$ cat config.mk
export PLATFORM = sky130hd
export DESIGN_NAME = aes_cbc_dec_ctrl
export DESIGN_NICKNAME = d
export VERILOG_FILES = /design/src/rtl/aes_cbc_dec_ctrl.sv
export SDC_FILE = /design/constraint.sdc
export NUM_CORES = 1
export LEC_CHECK = 0
export ABC_AREA = 1
export CAP_MARGIN = 40
export CORE_ASPECT_RATIO = 0.75
export CORE_UTILIZATION = 30
export DETAILED_ROUTE_END_ITERATION = 6
export SYNTH_ARGS = -nofsm -noshare
export SYNTH_HDL_FRONTEND = slang
export SYNTH_SLANG_ARGS = --single-unit
$ cat constraint.sdc
create_clock -name clk -period 4.7 [get_ports clk]
set_input_delay 0.94 -clock clk [delete_from_list [all_inputs] [get_ports clk]]
set_output_delay 0.94 -clock clk [all_outputs]
set_load 0.01 [all_outputs]
$ cat src/rtl/aes_cbc_dec_ctrl.sv
// rtl/aes_cbc_dec_ctrl.sv - AES-128 CBC decrypt controller: key load, word collect, core handshake, chained output
module aes_cbc_dec_ctrl #(
  parameter int KEY_WAIT = 16
) (
  input  logic         clk,
  input  logic         rst,
  input  logic         key_start,
  input  logic [127:0] key_in,
  input  logic [127:0] iv_in,
  input  logic         in_valid,
  output logic         in_ready,
  input  logic [31:0]  in_data,
  output logic         out_valid,
  input  logic         out_ready,
  output logic [31:0]  out_data,
  output logic         core_kld,
  output logic         core_ld,
  output logic [127:0] core_key,
  output logic [127:0] core_text_in,
  input  logic         core_done,
  input  logic [127:0] core_text_out,
  output logic         key_ready,
  output logic         busy,
  output logic [15:0]  blk_cnt
);

  typedef enum logic [2:0] {NOKEY, KEYLD, KEYWAIT, COLLECT, LOAD, RUN, OUTPUT} state_t;

  state_t       state, state_next;
  logic [1:0]   rst_sync;
  logic         run_en;
  logic [7:0]   wait_cnt;
  logic [1:0]   word_cnt;
  logic [1:0]   out_idx;
  logic [127:0] buffer;
  logic [127:0] chain;
  logic [127:0] plain;
  logic         key_acc, take_word, done_cap, out_fire;

  // Reset asserts immediately but releases through two flops, so the FSM
  // cannot move before the second clock edge after deassertion.
  always_ff @(posedge clk or negedge rst) begin
    if (!rst) rst_sync <= 2'b00;
    else      rst_sync <= {rst_sync[0], 1'b1};
  end
  assign run_en = rst_sync[1];

  always_ff @(posedge clk or negedge rst) begin
    if (!rst) state <= NOKEY;
    else      state <= state_next;
  end

  always_comb begin
    state_next = state;
    take_word  = 1'b0;
    done_cap   = 1'b0;
    out_fire   = 1'b0;
    key_acc    = run_en && key_start &&
                 (state == NOKEY || (state == COLLECT && word_cnt == 2'd0));
    in_ready   = (state == COLLECT) && !key_acc;
    if (run_en) begin
      case (state)
        NOKEY:   if (key_acc) state_next = KEYLD;
        KEYLD:   state_next = KEYWAIT;
        KEYWAIT: if (wait_cnt == 8'd1) state_next = COLLECT;
        COLLECT: begin
          if (key_acc) begin
            state_next = KEYLD;
          end else if (in_valid) begin
            take_word = 1'b1;
            if (word_cnt == 2'd3) state_next = LOAD;
          end
        end
        LOAD:    state_next = RUN;
        RUN: begin
          if (core_done) begin
            done_cap   = 1'b1;
            state_next = OUTPUT;
          end
        end
        OUTPUT: begin
          if (out_ready) begin
            out_fire = 1'b1;
            if (out_idx == 2'd3) state_next = COLLECT;
          end
        end
        default: state_next = NOKEY;
      endcase
    end
  end

  always_ff @(posedge clk or negedge rst) begin
    if (!rst) begin
      wait_cnt     <= 8'd0;
      word_cnt     <= 2'd0;
      out_idx      <= 2'd0;
      buffer       <= 128'd0;
      chain        <= 128'd0;
      plain        <= 128'd0;
      core_key     <= 128'd0;
      core_text_in <= 128'd0;
      key_ready    <= 1'b0;
      blk_cnt      <= 16'd0;
    end else begin
      if (key_acc) begin
        core_key  <= key_in;
        chain     <= iv_in;
        blk_cnt   <= 16'd0;
        key_ready <= 1'b0;
      end
      if (state == KEYLD) begin
        wait_cnt <= 8'(KEY_WAIT);
      end else if (state == KEYWAIT) begin
        wait_cnt <= wait_cnt - 8'd1;
        if (wait_cnt == 8'd1) key_ready <= 1'b1;
      end
      // The core sees the assembled block already during the LOAD cycle.
      if (take_word) begin
        buffer   <= {buffer[95:0], in_data};
        word_cnt <= word_cnt + 2'd1;
        if (word_cnt == 2'd3) core_text_in <= {buffer[95:0], in_data};
      end
      if (done_cap) begin
        plain   <= core_text_out ^ chain;
        chain   <= buffer;
        out_idx <= 2'd0;
      end
      if (out_fire) begin
        out_idx <= out_idx + 2'd1;
        if (out_idx == 2'd3) blk_cnt <= blk_cnt + 16'd1;
      end
    end
  end

  always_comb begin
    out_data = 32'd0;
    if (state == OUTPUT) begin
      case (out_idx)
        2'd0:    out_data = plain[127:96];
        2'd1:    out_data = plain[95:64];
        2'd2:    out_data = plain[63:32];
        default: out_data = plain[31:0];
      endcase
    end
  end

  assign out_valid = (state == OUTPUT);
  assign core_kld  = (state == KEYLD);
  assign core_ld   = (state == LOAD);
  assign busy      = !(state == NOKEY || (state == COLLECT && word_cnt == 2'd0));

endmodule

Yosys cells after proc, flatten, opt, wreduce, memory -nomap -nowiden
Index checks and enable logic that the tools add are counted.
W data, S select, Z words.
{ "classes": {"bitwise": 1, "reduce_logical": 15, "addsub": 4, "mux": 34, "n_eq_ne": 18} }
{ "op_table": {"columns": ["cell", "count"], "rows": [
  ["$mux W128", 2],
  ["$xor A128 B128 Y128", 1],
  ["$pmux W32 S3", 1],
  ["$mux W16", 3],
  ["$mux W32", 1],
  ["$mux W3", 8],
  ["$pmux W3 S7", 1],
  ["$add A16 B1 Y16 const B", 1],
  ["$mux W8", 2],
  ["$mux W1", 14],
  ["$eq A3 B3 Y1 const B", 3],
  ["$eq A8 B1 Y1 const B", 1],
  ["$reduce_and A8 Y1", 1],
  ["$sub A8 B1 Y8 const B", 1],
  ["$eq A2 B2 Y1 const B", 3],
  ["$eq A3 B2 Y1 const B", 2],
  ["$ne A2 B2 Y1 const B", 3],
  ["$reduce_bool A2 Y1", 3],
  ["$add A2 B1 Y2 const B", 2],
  ["$logic_and A1 B1 Y1", 4],
  ["$logic_not A2 Y1", 2],
  ["$mux W2", 2],
  ["$ne A2 B1 Y1 const B", 2],
  ["$eq A3 B1 Y1 const B", 1],
  ["other kinds (7)", 8]
]} }
{ "word_totals": {"ff_bits": 674, "wordCells": 84, "output_inout_bits": 310} }

Longest topological paths before layout
{ "logic_depth": {"depth_word": 8, "depth_mapped": 12, "depth_no_buf": 10} }

Worst setup path after synthesis
OpenSTA, ideal clock, no wires.
{ "synth_timing": {"path_kind": "register to output", "from": "register state[0]", "to": "output port out_data[22]", "stages_incl_launch_ff": 8, "arrival_ps": 1462, "required_ps": 3760, "setup_slack_ps": 2298, "cell_sequence": "dfrtp_1 -> buf_2 -> inv_1 -> nand3_1 -> inv_1 -> clkbuf_1 -> o21ai_0 -> a31oi_1"} }
{ "synth_via": {"elab_chain_len": 2} }
{ "synth_rtl": {"columns": ["element", "line", "source"], "rows": [
  ["from (decl)", "29", "state_t state, state_next;"],
  ["from (signal assigned)", "50", "else state <= state_next;"],
  ["$eq A3 B3 Y1", null, null],
  ["via out_valid", "13", "output logic out_valid,"],
  ["$mux W32", "137", "if (state == OUTPUT) begin"],
  ["to (decl)", "15", "output logic [31:0] out_data,"]
]} }
The timed path passes the listed nets, and every way through them passes these cells.

Final worst setup path
{ "layout_timing": {"from": "register out_idx[0]", "to": "output port out_data[17]"} }
{ "layout_via": {"elab_chain_len": 3, "elab_cells_between_ends": 5} }
{ "layout_rtl": {"columns": ["element", "line", "source"], "rows": [
  ["from (decl)", "34", "logic [1:0] out_idx;"],
  ["from (signal assigned)", "129", "out_idx <= out_idx + 2'd1;"],
  ["$eq A2 B2 Y1, or another cell as far along", "138", "case (out_idx)"],
  ["$pmux W32 S3 *", "138", null],
  ["$mux W32 *", "137", null]
]} }
Mark *: on every way between the ends. The rest lies on a longest branch, timed or not.

==> impl_metrics.py <==
metrics = {
    "cts": {
        "cts_resized": 0,
        "cts_buffer_depth": 3,
        "cts_max_level": 3,
        "clk_latency_ns": 0.63,
        "cts_tree": "yes",
        "clkSlewWorstSetupHoldPaths_ns": 0.06,
        "cts_sinks": 674,
        "cts_hold_buf": 0,
        "cts_setup_buffers": 0,
        "ctsRootBufferMaster": "clkbuf_16",
        "cts_buffers": 75,
    },
    "setup_path": {
        "cp-end-kind": "output pin",
        "cp_max_fo": 20,
        "reg2reg_depth": 9,
        "cp-endpoint": "out_data[17]",
        "r2r-end": "buffer[127]$_DFFE_PN0P_",
        "critPathLaunchType": "flip-flop",
        "worstPathArrival_ns": 3.06,
        "critical_path_class": "flip-flop to output pin",
        "critPathRequiredTime_ns": 3.76,
        "startpoint": "out_idx[0]$_DFFE_PN0P_",
        "worst_path_max_delay_cell": "ha_1",
        "path_cells": "inv_1 -> ha_1 -> buf_4 -> nand2_1 -> a31oi_1 -> clkdlybuf4s50_1",
        "r2r_slack_ns": 1.49,
        "rr_startpoint": "word_cnt[0]$_DFFE_PN0P_",
        "cpPeakStageDelay_ns": 0.70,
    },
    "sta": {
        "setup_viol": 0,
        "slew_headroom_pct": 37.4,
        "fmax_mhz": 250,
        "holdWs_ns": 0.349,
        "slew_viol_final": 0,
        "setup_tns_ns": 0,
        "finalHoldViolCount": 0,
        "clock_skew_ns": 0.0238,
        "rsz0062_at_grt": "false",
        "min_period_ns": 4.00,
        "period_share_pct": 85.0,
        "tightestPinTransition_ns": 0.938,
    },
    "synth": {
        "synth_area_um2": 28600,
        "synthSimpleGateAreaFrac_pct": 28.2,
        "syn_avg_cell_area_um2": 8.63,
        "synth-adder-area-share_pct": 0.393,
        "synth-compound-area-share_pct": 4.59,
        "ys_warn_count": 0,
        "yosysUniqueCellTypes": 30,
        "synth_cells": 3317,
        "synth-seq-cells": 674,
        "synth_nets": 3748,
        "synth_seq_area_share_pct": 58.9,
        "muxShareOfSynthArea_pct": 0,
        "synth_top_family_by_area": "simple AND/OR/NAND/NOR gates",
        "synthXorXnorAreaFrac_pct": 4.01,
    },
    "grt": {
        "grt_usage_pct": 25.3,
        "grt_pass1_wl_um": 178000,
        "overflow": 0,
        "grt_pass1_vias": 25000,
        "grt_max_degree": 160,
        "antenna_found_initial": 11,
    },
    "finish": {
        "n_fill_cell": 9377,
        "drive_gt1_share_pct": 4.23,
        "utilization_pct": 42.2,
        "mostFrequentLayoutCell": "nand2_1",
        "nets": 4394,
        "area_growth_pct": 38.4,
        "stdcell_area_um2": 39600,
        "final_cell_mix": "1,530 x nand2_1, 730 x clkdlybuf4s50_1, 674 x dfrtp_1",
    },
    "power": {
        "ir_worst_vdd_uv": 311,
        "cellPowerDensity_nw_per_um2": 579,
        "power_leakage_nw": 18.7,
        "p_total_mw": 23.0,
    },
    "floorplanning": {
        "die_h_um": 270,
        "coreArea_um2": 93900,
        "rows": 97,
        "start_util_pct": 30.5,
        "io_pins": 732,
        "die_w_um": 359,
        "die_area_um2": 96700,
    },
    "drt": {
        "post_drt_wl_per_cell_um": 23.6,
        "drtIter0Drc": 2677,
        "routed_wl_um": 124000,
        "vias_per_cell": 4.86,
        "drc_errors": 0,
        "first_pass_iters": 6,
        "ant_nets": 0,
        "vias": 25600,
    },
    "job": {
        "cap_viol_max_count": 0,
    },
    "placement": {
        "place_area_um2": 37200,
        "hpwl_um": 91600,
        "gp_congestion": 0.945,
        "io_buffers": 731,
    },
    "outcome": {
        "outcome": "completed",
    },
    "min_path": {
        "min_path_type": "flip-flop to flip-flop",
    },
}
## area by class of cell
type | instances | area [um^2] | area share, %
clock buffers | 108 | 2190 | 5.54
clock inverters | 23 | 244 | 0.616
well taps | 1237 | 1550 | 3.91
repair buffers | 773 | 7880 | 19.9
inverters | 49 | 199 | 0.502
multi-input cells | 2390 | 10700 | 26.9
flip-flops and latches | 674 | 16900 | 42.6
diodes | 9 | 22.5 | 0.0568
## sequential cells by signal, summed over array words and instances, names as in the netlist, 3 cells and up
| name | count |
|---|---|
| core_text_in | 128 |
| core_key | 128 |
| buffer | 128 |
| wait_cnt | 8 |
| state | 3 |
| plain | 128 |
| chain | 128 |
| blk_cnt | 16 |
## critical path: cells and delay by family, from the launching register on
| family | cells | cell delay [ns] |
|---|---|---|
| buffers and inverters | 3 | 1.04 |
| adders and majority gates | 1 | 0.70 |
| DFF | 1 | 0.42 |
| and+or+nand+nor | 1 | 0.12 |
| AOI/OAI and AO/OA | 1 | 0.15 |
## kinds of logic (layout without fill, tap and decap cells)
family	count (synthesis)	after routing
DFF	674	674
adders and majority gates	9	9
buffers and inverters	253	953
other	1	10
AOI/OAI and AO/OA	253	253
xor gates and xnor gates	131	131
and+or+nand+nor	1996	1996
## cell usage after synthesis (all sizes together)
cell	number	area (um^2)
a31oi	32	200
clkbuf	82	308
clkinv	1	3.75
nand4	7	43.8
nor2	35	141
xnor2	128	1120
nand2	1533	5760
conb	1	3.75
and3	1	6.26
nand3	412	2060
nand3b	1	7.51
a21oi	39	195
dfrtp	674	16900
nor3	6	35.0
o21ai	177	886
ha	9	113
inv	48	180
or2	1	6.26
xor2	3	26.3
a22o	1	8.76
o22ai	4	25.0
buf	122	639
## power by group
part	internal [mW]	switching (mW)	total [mW]	leakage, nW
clock	3.43	2.53	5.95	1.20
combinational	3.13	3.52	6.65	8.60
sequential	7.95	2.41	10.4	8.85
total	14.5	8.46	23.0	18.7
## metal layers
metal  share of wire (%)  GRT usage [%]  up-vias  routed length, um
li1                    -              -    11900                  -
met1                  45           36.0    12500              55400
met2                  43           36.8     1010              53300
met3                 8.6           6.65      174              10700
met4                 3.7           8.97       10               4630
met5               0.058              0        -                 72
## per-stage QoR
step	instances	setup slack, ns
finish	5263	0.704
global route	5255	0.488
CTS	5254	0.700
detailed placement	5123	1.09
global placement	5121	0.966
floorplan	3317	2.30
## how the worst min path moves through the flow
stage / slack, ns / from / depth (start not counted) / endpoint
floorplan: 0.33 / rst_sync[0]$_DFF_PN0_ / 0 / rst_sync[1]$_DFF_PN0_
detailed placement: 0.34 / rst_sync[0]$_DFF_PN0_ / 0 / rst_sync[1]$_DFF_PN0_
global route: 0.37 / rst_sync[0]$_DFF_PN0_ / 0 / rst_sync[1]$_DFF_PN0_
CTS: 0.35 / rst_sync[0]$_DFF_PN0_ / 0 / rst_sync[1]$_DFF_PN0_
global placement: 0.33 / rst_sync[0]$_DFF_PN0_ / 0 / rst_sync[1]$_DFF_PN0_
finish: 0.35 / rst_sync[0]$_DFF_PN0_ / 0 / rst_sync[1]$_DFF_PN0_
No activity file was read; power rests on OpenSTA's default activity.
